--- src/rtl/adder_pkg.sv ---
// Shared types and sizing helpers for the chunked adder family.
package adder_pkg;

  typedef enum logic [1:0] {
    IDLE = 2'd0,
    RUN  = 2'd1,
    DONE = 2'd2
  } state_e;

  function automatic int calc_nchunk(input int width, input int chunk);
    return width / chunk;
  endfunction

  // A single-chunk configuration still needs a 1-bit counter.
  function automatic int calc_cnt_w(input int nchunk);
    return (nchunk <= 1) ? 1 : $clog2(nchunk);
  endfunction

endpackage

--- src/rtl/chunk_ripple_adder.sv ---
// Combinational CHUNK-bit ripple-carry slice; also exposes the carry into the MSB
// so callers can derive two's-complement overflow.
module chunk_ripple_adder #(
  parameter int CHUNK = 4
) (
  input  logic [CHUNK-1:0] a_i,
  input  logic [CHUNK-1:0] b_i,
  input  logic             cin_i,
  output logic [CHUNK-1:0] sum_o,
  output logic             cout_o,
  output logic             cmsb_o
);

  logic carry_s;

  // Ripple from LSB to MSB; cmsb_o keeps the carry seen by the last bit.
  always_comb begin
    carry_s = cin_i;
    cmsb_o  = 1'b0;
    sum_o   = '0;
    for (int i = 0; i < CHUNK; i++) begin
      cmsb_o   = carry_s;
      sum_o[i] = a_i[i] ^ b_i[i] ^ carry_s;
      carry_s  = (a_i[i] & b_i[i]) | (carry_s & (a_i[i] ^ b_i[i]));
    end
    cout_o = carry_s;
  end

endmodule

--- src/rtl/chunked_serial_adder.sv ---
// Multi-cycle WIDTH-bit adder/subtractor processing CHUNK bits per clock.
// Define CHUNKED_ADDER_OVERFLOW_EN to add the signed-overflow output.
module chunked_serial_adder
  import adder_pkg::*;
#(
  parameter int WIDTH = 16,
  parameter int CHUNK = 4
) (
  input  logic             clk,
  input  logic             rst,
  input  logic             in_valid,
  output logic             in_ready,
  input  logic [WIDTH-1:0] a,
  input  logic [WIDTH-1:0] b,
  input  logic             cin,
  input  logic             sub,
  output logic             out_valid,
  input  logic             out_ready,
  output logic [WIDTH-1:0] sum,
  output logic             cout
`ifdef CHUNKED_ADDER_OVERFLOW_EN
  ,
  output logic             overflow
`endif
);

  localparam int NCHUNK = calc_nchunk(WIDTH, CHUNK);
  localparam int CNT_W  = calc_cnt_w(NCHUNK);
  localparam logic [CNT_W-1:0] LAST_CNT = CNT_W'(NCHUNK - 1);

  state_e           state_q, state_d;
  logic [WIDTH-1:0] sa_q, sa_d;
  logic [WIDTH-1:0] sb_q, sb_d;
  logic [WIDTH-1:0] res_q, res_d;
  logic [WIDTH-1:0] sum_q, sum_d;
  logic [CNT_W-1:0] cnt_q, cnt_d;
  logic             carry_q, carry_d;
  logic             cout_q, cout_d;

  logic [CHUNK-1:0] chunk_sum_s;
  logic             chunk_cout_s;
  logic [WIDTH-1:0] res_shift_s;

`ifdef CHUNKED_ADDER_OVERFLOW_EN
  logic ovf_q, ovf_d;
  logic chunk_cmsb_s;
`endif

  chunk_ripple_adder #(
    .CHUNK(CHUNK)
  ) u_slice (
    .a_i   (sa_q[CHUNK-1:0]),
    .b_i   (sb_q[CHUNK-1:0]),
    .cin_i (carry_q),
    .sum_o (chunk_sum_s),
    .cout_o(chunk_cout_s),
`ifdef CHUNKED_ADDER_OVERFLOW_EN
    .cmsb_o(chunk_cmsb_s)
`else
    .cmsb_o()
`endif
  );

  // New chunk enters at the MSB end so the LSB chunk lands in place after NCHUNK shifts.
  assign res_shift_s = (res_q >> CHUNK) | (WIDTH'(chunk_sum_s) << (WIDTH - CHUNK));

  // State and datapath registers.
  always_ff @(posedge clk or posedge rst) begin
    if (rst) begin
      state_q <= IDLE;
      sa_q    <= '0;
      sb_q    <= '0;
      res_q   <= '0;
      sum_q   <= '0;
      cnt_q   <= '0;
      carry_q <= 1'b0;
      cout_q  <= 1'b0;
`ifdef CHUNKED_ADDER_OVERFLOW_EN
      ovf_q   <= 1'b0;
`endif
    end else begin
      state_q <= state_d;
      sa_q    <= sa_d;
      sb_q    <= sb_d;
      res_q   <= res_d;
      sum_q   <= sum_d;
      cnt_q   <= cnt_d;
      carry_q <= carry_d;
      cout_q  <= cout_d;
`ifdef CHUNKED_ADDER_OVERFLOW_EN
      ovf_q   <= ovf_d;
`endif
    end
  end

  // Next-state and datapath control.
  always_comb begin
    state_d = state_q;
    sa_d    = sa_q;
    sb_d    = sb_q;
    res_d   = res_q;
    sum_d   = sum_q;
    cnt_d   = cnt_q;
    carry_d = carry_q;
    cout_d  = cout_q;
`ifdef CHUNKED_ADDER_OVERFLOW_EN
    ovf_d   = ovf_q;
`endif
    case (state_q)
      IDLE: begin
        if (in_valid) begin
          sa_d    = a;
          sb_d    = sub ? ~b : b;
          carry_d = cin ^ sub;
          cnt_d   = '0;
          state_d = RUN;
        end else begin
          state_d = IDLE;
        end
      end
      RUN: begin
        sa_d    = sa_q >> CHUNK;
        sb_d    = sb_q >> CHUNK;
        res_d   = res_shift_s;
        carry_d = chunk_cout_s;
        cnt_d   = cnt_q + CNT_W'(1);
        if (cnt_q == LAST_CNT) begin
          sum_d   = res_shift_s;
          cout_d  = chunk_cout_s;
`ifdef CHUNKED_ADDER_OVERFLOW_EN
          ovf_d   = chunk_cmsb_s ^ chunk_cout_s;
`endif
          state_d = DONE;
        end else begin
          state_d = RUN;
        end
      end
      DONE: begin
        if (out_ready) begin
          state_d = IDLE;
        end else begin
          state_d = DONE;
        end
      end
      default: begin
        state_d = IDLE;
      end
    endcase
  end

  assign in_ready  = (state_q == IDLE);
  assign out_valid = (state_q == DONE);
  assign sum       = sum_q;
  assign cout      = cout_q;
`ifdef CHUNKED_ADDER_OVERFLOW_EN
  assign overflow  = ovf_q;
`endif

endmodule

--- config.mk ---
export PLATFORM = sky130hd
export DESIGN_NAME = chunked_serial_adder
export DESIGN_NICKNAME = d
export VERILOG_FILES = /design/src/rtl/adder_pkg.sv /design/src/rtl/chunk_ripple_adder.sv /design/src/rtl/chunked_serial_adder.sv
export SDC_FILE = /design/constraint.sdc
export NUM_CORES = 1
export LEC_CHECK = 0
export CORE_UTILIZATION = 40
export CTS_CLUSTER_DIAMETER = 200
export DETAILED_ROUTE_END_ITERATION = 10
export SLEW_MARGIN = 20
export SYNTH_ARGS = -nofsm -noshare
export SYNTH_HDL_FRONTEND = slang
export SYNTH_SLANG_ARGS = --single-unit
export TNS_END_PERCENT = 50
--- constraint.sdc ---
create_clock -name clk -period 6.15 [get_ports clk]
set_input_delay 1.23 -clock clk [delete_from_list [all_inputs] [get_ports clk]]
set_output_delay 1.23 -clock clk [all_outputs]
set_load 0.1 [all_outputs]
==> results of run 1 <==
## worst paths after layout
path,endpoint,slack (ns),startpoint
min in group asynchronous,res_q[10]$_DFFE_PP0P_,1.45,rst
min,sa_q[10]$_DFFE_PP0P_,0.47,sa_q[10]$_DFFE_PP0P_
max reg2reg,sum[15]$_DFFE_PP0P_,3.89,sa_q[0]$_DFFE_PP0P_
max,out_valid,2.43,state_q[1]$_DFF_PP0_
min reg2reg,sa_q[10]$_DFFE_PP0P_,0.47,sa_q[10]$_DFFE_PP0P_
max in group asynchronous,sa_q[10]$_DFFE_PP0P_,4.16,rst
## critical path, delay by kind of cell (launching register included)
| kind | cells | cell delay (ns) |
|---|---|---|
| buffers and inverters | 3 | 1.63 |
| DFF | 1 | 0.33 |
| and+or+nand+nor | 1 | 0.18 |
## stage by stage
| stage | utilization | area [um^2] |
|---|---|---|
| floorplan | - | 2998 |
| global placement | 0.4987 | 3617 |
| detailed placement | 0.4987 | 3617 |
| CTS | 0.5322 | 3860 |
| global route | 0.5322 | 3860 |
| finish | 0.5322 | 3860 |
## cell type report
type,count,area share
Inverter,10,0.009724
Sequential cell,66,0.4279
Clock inverter,6,0.02982
Timing Repair Buffer,59,0.1511
Clock buffer,10,0.03306
Multi-Input combinational cell,163,0.3164
Tap cell,99,0.03209
## per-layer routing
layer / vias to the layer above / track usage
li1: 1000 / -
met1: 983 / 0.2033
met2: 51 / 0.2664
met3: 5 / 0.06063
met4: 0 / 0.04399
met5: - / 0
## registers in the layout, summed over array words and instances (netlist names)
register,count
sa_q,16
sb_q,16
sum,16
res_q,12
cnt_q,2
state_q,2
carry_q,1
cout,1
## layout by cell type (no fill, tap or decap), types with 9 or more instances in the layout
master	netlist	routed
sky130_fd_sc_hd__mux2_2	24	24
sky130_fd_sc_hd__and2_1	12	12
sky130_fd_sc_hd__clkbuf_8	0	9
sky130_fd_sc_hd__o21ai_0	21	21
sky130_fd_sc_hd__dfrtp_1	66	66
sky130_fd_sc_hd__clkdlybuf4s50_1	0	56
sky130_fd_sc_hd__a31oi_1	12	12
sky130_fd_sc_hd__a221o_1	9	9
sky130_fd_sc_hd__xor2_1	17	17
sky130_fd_sc_hd__nand2_1	21	21
## power breakdown
group / switching (uW) / internal, uW
Clock: 169 / 271
Sequential: 121 / 630
Combinational: 735 / 388
## kinds of logic after synthesis
family                     Yosys count
and+or+nand+nor                     55
DFF                                 66
xor gates and xnor gates            17
muxes                               24
AOI/OAI and AO/OA                   62
buffers and inverters               29
adders and majority gates            5
==> run_summary.xml, run 1 <==
<?xml version="1.0" encoding="UTF-8"?>
<metrics>
  <group name="run_status">
    <metric name="outcome" unit="">finished clean</metric>
  </group>
  <group name="grt">
    <metric name="grt_max_degree" unit="">67</metric>
    <metric name="grt_pass1_vias" unit="">1983</metric>
    <metric name="global_route_wire_length_before_repair" unit="mm">9.494</metric>
    <metric name="globalRouteOverflowTotal" unit="">0</metric>
    <metric name="global_route.usage.total" unit="">0.1627</metric>
    <metric name="grt_antenna_before_repair" unit="">0</metric>
  </group>
  <group name="synthesis">
    <metric name="synth_area" unit="um^2">2998</metric>
    <metric name="asyncSetResetFlopFracSynth" unit="">1.000</metric>
    <metric name="synth_top_family_by_area" unit="">compound AO/OA/AOI/OAI gates</metric>
    <metric name="ys_seq_elements" unit="">66</metric>
    <metric name="dominantRegCellSynth" unit="">sky130_fd_sc_hd__dfrtp_1</metric>
    <metric name="compound_gate_fraction_of_synth_area" unit="">0.1369</metric>
    <metric name="avgSynthCellArea" unit="um^2">11.62</metric>
    <metric name="syn_nets" unit="">301</metric>
    <metric name="synth_top_area_frac" unit="">0.5509</metric>
    <metric name="synth.mux.area_fraction" unit="">0.09015</metric>
    <metric name="synth_sequential_area_ratio" unit="">0.5509</metric>
    <metric name="largest_area_contributor_in_the_netlist" unit="">sky130_fd_sc_hd__dfrtp_1</metric>
    <metric name="ys_types" unit="">29</metric>
    <metric name="synth_enable_flop_cells" unit="">0</metric>
    <metric name="post_synth_main_area_contributors" unit="">sky130_fd_sc_hd__dfrtp_1 55%, sky130_fd_sc_hd__mux2_2 9.0%, sky130_fd_sc_hd__xor2_1 5.0%, sky130_fd_sc_hd__o21ai_0 3.5%, sky130_fd_sc_hd__a221o_1 3.0%</metric>
    <metric name="synth_common_cells" unit="">66 x sky130_fd_sc_hd__dfrtp_1, 24 x sky130_fd_sc_hd__mux2_2, 21 x sky130_fd_sc_hd__nand2_1, 21 x sky130_fd_sc_hd__o21ai_0, 17 x sky130_fd_sc_hd__xor2_1</metric>
    <metric name="synth.yosys.warnings" unit="">0</metric>
    <metric name="post_synth_xor_area_fraction" unit="">0.04967</metric>
    <metric name="synthesis.instances" unit="">258</metric>
    <metric name="post_synth_and_or_nand_nor_area_fraction" unit="">0.09850</metric>
    <metric name="synthMostInstantiatedCell" unit="">sky130_fd_sc_hd__dfrtp_1</metric>
    <metric name="synth_fa_ha_area_frac" unit="">0.03088</metric>
  </group>
  <group name="detailed_routing">
    <metric name="wl_per_cell" unit="um">13.76</metric>
    <metric name="met2_wirelength_from_detailed_routing" unit="mm">2.679</metric>
    <metric name="remaining_drc_errors" unit="">0</metric>
    <metric name="dr_total_vias" unit="">2039</metric>
    <metric name="ant_nets" unit="">0</metric>
    <metric name="met3_length" unit="um">301</metric>
    <metric name="detail_route.first_pass.iterations" unit="">4</metric>
    <metric name="top_layer_in_use" unit="">met4</metric>
    <metric name="wl_met1" unit="mm">2.641</metric>
    <metric name="routed_wl" unit="mm">5.682</metric>
    <metric name="vias_per_cell" unit="">4.937</metric>
    <metric name="first_iter_violations" unit="">72</metric>
  </group>
  <group name="setup_path">
    <metric name="timing.reg2reg.worst_path_depth" unit="">8</metric>
    <metric name="worstPathRequired" unit="ns">4.92</metric>
    <metric name="cpPeakStageDelay" unit="ns">1.16</metric>
    <metric name="timing.critical_path.arrival" unit="ns">2.49</metric>
    <metric name="critical-path-slowest-cell" unit="">sky130_fd_sc_hd__clkdlybuf4s50_1</metric>
    <metric name="path_cells" unit="">buf_4 &gt; inv_1 &gt; nor2_1 &gt; clkdlybuf4s50_1</metric>
    <metric name="cp-end-kind" unit="">output pin</metric>
    <metric name="timing.critical_path.from_type" unit="">flip-flop</metric>
    <metric name="worst-path-max-fanout" unit="">31</metric>
    <metric name="worstSetupPathType" unit="">flip-flop to output pin</metric>
  </group>
  <group name="timing">
    <metric name="maxSlewHeadroom" unit="">0.3422</metric>
    <metric name="finalCriticalPeriod" unit="ns">3.721</metric>
    <metric name="timing.clock.skew" unit="ns">0.009991</metric>
    <metric name="rsz_0062_raised_after_global_routing" unit="">false</metric>
    <metric name="timing_hold_violations_final" unit="">0</metric>
    <metric name="final.setup.tns" unit="ns">0</metric>
    <metric name="max_clock_freq" unit="MHz">268.8</metric>
    <metric name="postLayoutSetupSlackWorst" unit="ns">2.429</metric>
    <metric name="timing_max_transition_violations_final" unit="">0</metric>
    <metric name="layout_worst_path_cycle_share" unit="">0.6050</metric>
    <metric name="finalHoldWorstSlack" unit="ns">0.4713</metric>
    <metric name="setup_viol" unit="">0</metric>
    <metric name="worst_slew_pin_slew" unit="ns">0.9837</metric>
  </group>
  <group name="floorplan">
    <metric name="io_pins" unit="">57</metric>
    <metric name="die_area" unit="um^2">7845</metric>
    <metric name="num_rows" unit="">31</metric>
    <metric name="fp.coreArea" unit="um^2">7253</metric>
    <metric name="die-width" unit="um">88.57</metric>
    <metric name="starting_density_of_the_core" unit="">0.4133</metric>
    <metric name="floorplan.die.height" unit="um">88.57</metric>
  </group>
  <group name="clocking">
    <metric name="tritoncts_num_sinks" unit="">66</metric>
    <metric name="htree_levels" unit="">3</metric>
    <metric name="max-clock-path-buffers" unit="">2</metric>
    <metric name="cts_tree" unit="">yes</metric>
    <metric name="clk_root_buffer_cell" unit="">sky130_fd_sc_hd__clkbuf_8</metric>
    <metric name="holdBufCountCts" unit="">0</metric>
    <metric name="tritoncts.num_buffers" unit="">9</metric>
    <metric name="buffers_inserted_by_post_cts_timing_repair" unit="">0</metric>
    <metric name="clkLatencyLatePin" unit="ns">0.34</metric>
    <metric name="worst_setup_hold_path_clk_slew" unit="ns">0.07</metric>
    <metric name="post_cts_resize_count" unit="">0</metric>
  </group>
  <group name="layout">
    <metric name="area_taken_by_multi_input_logic_gates" unit="um^2">1221</metric>
    <metric name="area_growth_syn_to_layout" unit="%">28.76</metric>
    <metric name="final_layout_size_suffix_gt1_frac" unit="">0.1433</metric>
    <metric name="fin_cells" unit="">413</metric>
    <metric name="fill_cells" unit="">669</metric>
    <metric name="nNetsFinal" unit="">352</metric>
    <metric name="antenna-diode-count" unit="">0</metric>
    <metric name="seq_area" unit="um^2">1652</metric>
  </group>
  <group name="placement">
    <metric name="count_of_input_and_output_buffers" unit="">56</metric>
    <metric name="place.gp.congestion" unit="">0.7647</metric>
    <metric name="dp_slack" unit="ns">2.754</metric>
    <metric name="post-place-cells" unit="">397</metric>
    <metric name="dp_hpwl" unit="mm">3.712</metric>
  </group>
  <group name="power_and_ir_drop">
    <metric name="p_total" unit="uW">2313</metric>
    <metric name="power_per_cell_area" unit="nW/um^2">599.3</metric>
    <metric name="p_leak" unit="uW">0.001655</metric>
    <metric name="vdd_ir_drop_max" unit="uV">206.6</metric>
  </group>
  <group name="hold_path">
    <metric name="min_delay_path_depth" unit="">2</metric>
    <metric name="path_class_of_the_lowest_slack_min_delay_path" unit="">flip-flop to flip-flop</metric>
  </group>
  <group name="job">
    <metric name="max_cap_violations" unit="">0</metric>
  </group>
</metrics>
Note: power is estimated with default switching activity, not from simulation.
==> run 2: changes to the inputs <==
- clock period: 6.15 -> 3.74 ns (I/O delays scaled with it)
==> run 2 against run 1 <==
Sequential power up 65%. Cell area shrank 1.2%. Clock power up 30%. First-iteration DRC count grew 36%. Critical path type unchanged. Highest routed layer unchanged.
==> run_summary.xml, run 2 (synthesis gave the netlist of run 1 again) <==
<?xml version="1.0" encoding="UTF-8"?>
<metrics>
  <group name="layout">
    <metric name="seq_area" unit="um^2">1652</metric>
    <metric name="final_layout_size_suffix_gt1_frac" unit="">0.1492</metric>
    <metric name="antenna-diode-count" unit="">0</metric>
    <metric name="leading_cell_types_in_the_layout_fill_and_taps_excluded" unit="">66 x sky130_fd_sc_hd__dfrtp_1, 54 x sky130_fd_sc_hd__clkdlybuf4s50_1, 24 x sky130_fd_sc_hd__mux2_2</metric>
    <metric name="area_taken_by_multi_input_logic_gates" unit="um^2">1221</metric>
    <metric name="finish.utilization" unit="">0.5258</metric>
    <metric name="fill_cells" unit="">680</metric>
    <metric name="most_common_cell_after_layout_fill_and_taps_aside" unit="">sky130_fd_sc_hd__dfrtp_1</metric>
    <metric name="nNetsFinal" unit="">354</metric>
    <metric name="area_growth_syn_to_layout" unit="%">27.21</metric>
  </group>
  <group name="clocking">
    <metric name="post_cts_resize_count" unit="">0</metric>
    <metric name="cts_tree" unit="">yes</metric>
    <metric name="buffers_inserted_by_post_cts_timing_repair" unit="">0</metric>
    <metric name="tritoncts_num_sinks" unit="">66</metric>
    <metric name="max-clock-path-buffers" unit="">2</metric>
    <metric name="tritoncts.num_buffers" unit="">9</metric>
    <metric name="holdBufCountCts" unit="">0</metric>
    <metric name="worst_setup_hold_path_clk_slew" unit="ns">0.06</metric>
    <metric name="htree_levels" unit="">3</metric>
    <metric name="clkLatencyLatePin" unit="ns">0.33</metric>
    <metric name="clk_root_buffer_cell" unit="">sky130_fd_sc_hd__clkbuf_8</metric>
  </group>
  <group name="power_and_ir_drop">
    <metric name="p_leak" unit="uW">0.001647</metric>
    <metric name="power_per_cell_area" unit="nW/um^2">962.5</metric>
    <metric name="vdd_ir_drop_max" unit="uV">325.0</metric>
  </group>
  <group name="placement">
    <metric name="count_of_input_and_output_buffers" unit="">56</metric>
    <metric name="place.gp.congestion" unit="">0.6992</metric>
    <metric name="dp_hpwl" unit="mm">3.850</metric>
    <metric name="dp_slack" unit="ns">1.237</metric>
  </group>
  <group name="timing">
    <metric name="maxSlewHeadroom" unit="">0.3455</metric>
    <metric name="timing_max_transition_violations_final" unit="">0</metric>
    <metric name="setup_viol" unit="">0</metric>
    <metric name="finalCriticalPeriod" unit="ns">2.575</metric>
    <metric name="max_clock_freq" unit="MHz">388.3</metric>
    <metric name="timing.clock.skew" unit="ns">0.007601</metric>
    <metric name="final.setup.tns" unit="ns">0</metric>
    <metric name="rsz_0062_raised_after_global_routing" unit="">false</metric>
    <metric name="worst_slew_pin_slew" unit="ns">0.9786</metric>
    <metric name="postLayoutSetupSlackWorst" unit="ns">1.165</metric>
    <metric name="timing_hold_violations_final" unit="">0</metric>
    <metric name="layout_worst_path_cycle_share" unit="">0.6885</metric>
  </group>
  <group name="setup_path">
    <metric name="timing.critical_path.from_type" unit="">flip-flop</metric>
    <metric name="worstSetupPathType" unit="">flip-flop to output pin</metric>
    <metric name="crit_buf_inv" unit="">1</metric>
    <metric name="worstPathRequired" unit="ns">2.99</metric>
    <metric name="critical-path-slowest-cell" unit="">sky130_fd_sc_hd__clkdlybuf4s50_1</metric>
    <metric name="cpPeakStageDelay" unit="ns">1.14</metric>
    <metric name="family_with_the_most_delay_on_the_worst_path" unit="">buffers and inverters</metric>
    <metric name="path_cells" unit="">clkdlybuf4s50_1</metric>
    <metric name="timing.critical_path.arrival" unit="ns">1.83</metric>
    <metric name="cp-end-kind" unit="">output pin</metric>
    <metric name="worst-path-max-fanout" unit="">2</metric>
  </group>
  <group name="detailed_routing">
    <metric name="ant_nets" unit="">0</metric>
    <metric name="dr_total_vias" unit="">2072</metric>
    <metric name="vias_per_cell" unit="">5.005</metric>
    <metric name="first_iter_violations" unit="">98</metric>
    <metric name="routed_wl" unit="mm">5.848</metric>
    <metric name="remaining_drc_errors" unit="">0</metric>
    <metric name="detail_route.first_pass.iterations" unit="">4</metric>
    <metric name="wl_per_cell" unit="um">14.13</metric>
  </group>
  <group name="floorplan">
    <metric name="num_rows" unit="">31</metric>
    <metric name="fp.coreArea" unit="um^2">7253</metric>
    <metric name="floorplan.die.height" unit="um">88.57</metric>
    <metric name="starting_density_of_the_core" unit="">0.4133</metric>
    <metric name="io_pins" unit="">57</metric>
    <metric name="die_area" unit="um^2">7845</metric>
    <metric name="die-width" unit="um">88.57</metric>
  </group>
  <group name="run_status">
    <metric name="outcome" unit="">finished clean</metric>
  </group>
  <group name="grt">
    <metric name="grt_max_degree" unit="">48</metric>
    <metric name="globalRouteOverflowTotal" unit="">0</metric>
    <metric name="global_route_wire_length_before_repair" unit="mm">10.01</metric>
    <metric name="grt_antenna_before_repair" unit="">0</metric>
    <metric name="global_route.usage.total" unit="">0.1706</metric>
    <metric name="grt_pass1_vias" unit="">2134</metric>
  </group>
  <group name="hold_path">
    <metric name="path_class_of_the_lowest_slack_min_delay_path" unit="">flip-flop to flip-flop</metric>
  </group>
  <group name="job">
    <metric name="max_cap_violations" unit="">0</metric>
  </group>
</metrics>
run 2: cell count changes in the layout (fill, tap and decap cells not counted), sizes merged, moves of 2 or more:
cell,delta
buf,+4
bufinv,-2
clkbuf,+2
clkdlybuf4s50,-2
run 2: per-layer routing:
layer / vias up / wire length, um / GRT usage
met2: 50 / 2627 / 0.2727
met3: 16 / 223 / 0.03731
met1: 1003 / 2830 / 0.2179
met4: 0 / 167 / 0.08944
li1: 1003 / - / -
met5: - / 0 / 0
run 2: final cells by class:
cell class	instances	share of cell area
clock inverter	3	0.01050
clock buffer	12	0.03806
timing repair buffer	61	0.1555
tap	99	0.03248
inverter	10	0.01017
multi-input combinational	163	0.3202
sequential	66	0.4331
run 2: report_power, final:
part           switching [uW]  internal, uW
registers                 209          1040
clock network             253           321
logic                    1210           640
run 2: metrics by stage:
| stage | power, uW | std cells | hold slack [ns] | cell area (um^2) |
|---|---|---|---|---|
| 2_1_floorplan | 2686 | 258 | 0.4418 | 2998 |
| 5_1_grt | 3917 | 414 | 0.4880 | 3814 |
| 4_1_cts | 3717 | 414 | 0.4765 | 3812 |
| 6_report | 3671 | 414 | 0.4689 | 3814 |
| 3_5_place_dp | 3136 | 399 | 0.4622 | 3627 |
| 3_3_place_gp | 3092 | 399 | 0.4532 | 3627 |
run 2: worst paths after layout:
kind                       cells past startpoint                 start  slack [ns]                    to
setup / recovery                               1   sum[15]$_DFFE_PP0P_        1.16               sum[15]
hold / removal                                 2  sa_q[10]$_DFFE_PP0P_        0.47  sa_q[10]$_DFFE_PP0P_
setup reg to reg                               3  state_q[0]$_DFF_PP0_        1.38   sa_q[0]$_DFFE_PP0P_
hold reg to reg                                2  sa_q[10]$_DFFE_PP0P_        0.47  sa_q[10]$_DFFE_PP0P_
max in group asynchronous                      3                   rst        2.11   sb_q[3]$_DFFE_PP0P_
min in group asynchronous                      2                   rst        0.87   sum[10]$_DFFE_PP0P_
==> RTL change: new RTL, flow settings as in run 2 <==
Encoding of `state_e`: now one-hot (3 bits for 3 states).
--- a/src/rtl/adder_pkg.sv
+++ b/src/rtl/adder_pkg.sv
@@ -3,6 +3,6 @@
 
-  typedef enum logic [1:0] {
-    IDLE = 2'd0,
-    RUN  = 2'd1,
-    DONE = 2'd2
+  typedef enum logic [2:0] {
+    IDLE = 3'b001,
+    RUN  = 3'b010,
+    DONE = 3'b100
   } state_e;
Check against the original RTL: same outputs for any inputs over 10 cycles, from zero or initial values and one cycle with rst high; not proved beyond that.
==> RTL change against run 2 <==
- worst setup slack got worse by 0.034 ns
- sequential cell count up 1
- total power decreased by 7.8%
- final area rose by 1.7%
- critical path type unchanged
- hold slack better by 0.0093 ns
- synthesized area increased by 0.58%
- first-iteration DRC count decreased by 5.1%
- routed wire length shrank 5.3%
==> RTL change: results (changes against run 2) <==
Post-CTS Setup Bufs = 0 (unchanged)
maximum number of pins on one net before global-route repair = 68 (+42%)
ant diodes = 0 (unchanged)
fraction of synthesis flops using an asynchronous set or reset pin = 100.0% (unchanged)
synthesis warning total = 0 (unchanged)
global placer's final weighted congestion = 0.7568 (+8.2%)
Worst R2R Path Depth = 8 (+5)
IO buf count = 56 (unchanged)
cell count after placement = 409 (+2.5%)
top cells by area, synth = dfrtp_1, mux2i_1, nand2_1
critical register-to-register path endpoint = res_q[15]
static leakage = 1.740 nW (+5.6%)
nets in the synthesized netlist = 308 (+2.3%)
initial detailed-routing violation count = 93 (-5.1%)
DP HPWL = 3659 um (-5.0%)
share of synthesized area occupied by flip-flops and latches = 55.64% (+0.55 points)
CTS Buffer Depth = 2 (unchanged)
GR Layer Usage met1 = 21.84% (+0.055 points)
FF-to-FF Start = sa_q[0]
slew at the pin closest to its max-slew limit = 0.9731 ns (-0.005512 ns)
critical path arrival = 1.86 ns (+0.03 ns)
first-pass GRT wire length = 9411 um (-5.9%)
worst IR drop on VDD = 0.0002867 V (-12%)
sink of the worst hold path = res_q[7]
met3 usage = 5.784% (+2.1 points)
share of post-route cells with drive strength above 1 = 13.19% (-1.7 points)
average instance area after synthesis = 11.38 um^2 (-2.1%)
result of the run = complete, no violations
GRT Resource Usage Total = 16.04% (-1.0 points)
worst hold start = res_q[7]
number of instances on the worst hold path = 2 (unchanged)
Wirelength per Cell = 13.03 um (-7.8%)
flop-to-flop setup slack = 1.52 ns (+0.14 ns)
kind of cell adding the most delay to the critical path = buffers and inverters
detailed-route via count = 2019 (-2.6%)
number of distinct library cells after synthesis = 26 (-10%)
CTS clock-pin slew for the worst setup and hold paths = 0.08 ns (+0.02 ns)
maximum net fanout on the critical path = 2 (unchanged)
met2 routing resource usage after global routing = 24.27% (-3.0 points)
initial antenna violation count = 0 (unchanged)
net total in the final layout = 364 (+2.8%)
clock latency of the later-clocked register in the worst-skew pair = 0.34 ns
setup TNS = 0 ns (unchanged)
Commonest cells post-synth = dfrtp_1, nand2_1, o21ai_0, mux2i_1, xor2_1
number of detailed-route iterations in the first pass = 4 (unchanged)
delay contributed by the slowest stage of the critical path = 1.14 ns (about the same)
setup skew after layout = 0.006784 ns (-0.0008178 ns)
cell with the biggest individual delay on the critical path = clkdlybuf4s50_1
wire length reported by the detailed router = 5537 um (-5.3%)
==> RTL change: worst max-delay path by stage <==
stage,to,start,slack [ns],cells after the start
after floorplan,in_ready,state_q[0],0.22,1
after global placement,sb_q[4],in_valid,1.28,5
after detailed placement,sa_q[8],in_valid,1.23,5
after CTS,sum[14],sum[14],1.11,1
after global routing,sum[13],sum[13],1.07,1
final,sum[14],sum[14],1.13,1
==> RTL change: layer usage <==
metal  wire length, um  vias to the layer above  part of all wire, %
met2              2455                       52                   44
met3               276                        5                  5.0
met5                 0                        -                    0
li1                  -                      997                    -
met1              2763                      965                   50
met4                42                        0                 0.76
==> RTL change: power breakdown <==
| group | internal (W) | switching (W) |
|---|---|---|
| Sequential | 0.00104 | 0.000193 |
| Combinational | 0.000505 | 0.000970 |
| Clock | 0.000379 | 0.000297 |
| Total | 0.00193 | 0.00146 |
==> RTL change: area by class of cell <==
cell class | count | area, um^2
Fill cell | 683 | 3374
Clock buffer | 9 | 123.9
Timing Repair Buffer | 61 | 593.1
Multi-Input combinational cell | 174 | 1229
Clock inverter | 7 | 101.3
Tap cell | 99 | 123.9
Inverter | 8 | 30.03
Sequential cell | 67 | 1678
==> RTL change: cell families after synthesis <==
logic type      after synthesis  share of synthesized area [%]
flops                        67                          55.64
simple gates                 68                          9.876
mux                          41                          14.23
buf+inv                      24                          3.817
xor+xnor                     17                          4.938
fa+ha+maj                     5                          3.071
compound gates               43                          8.423
==> RTL change: through the flow <==
stage	cell area (um^2)	hold slack, ns	setup slack [ns]
finish	3879	0.4782	1.131
global route	3879	0.5111	1.069
CTS	3879	0.4843	1.105
detailed placement	3654	0.4645	1.226
global placement	3654	0.4574	1.276
floorplan	3015	0.4418	0.2200
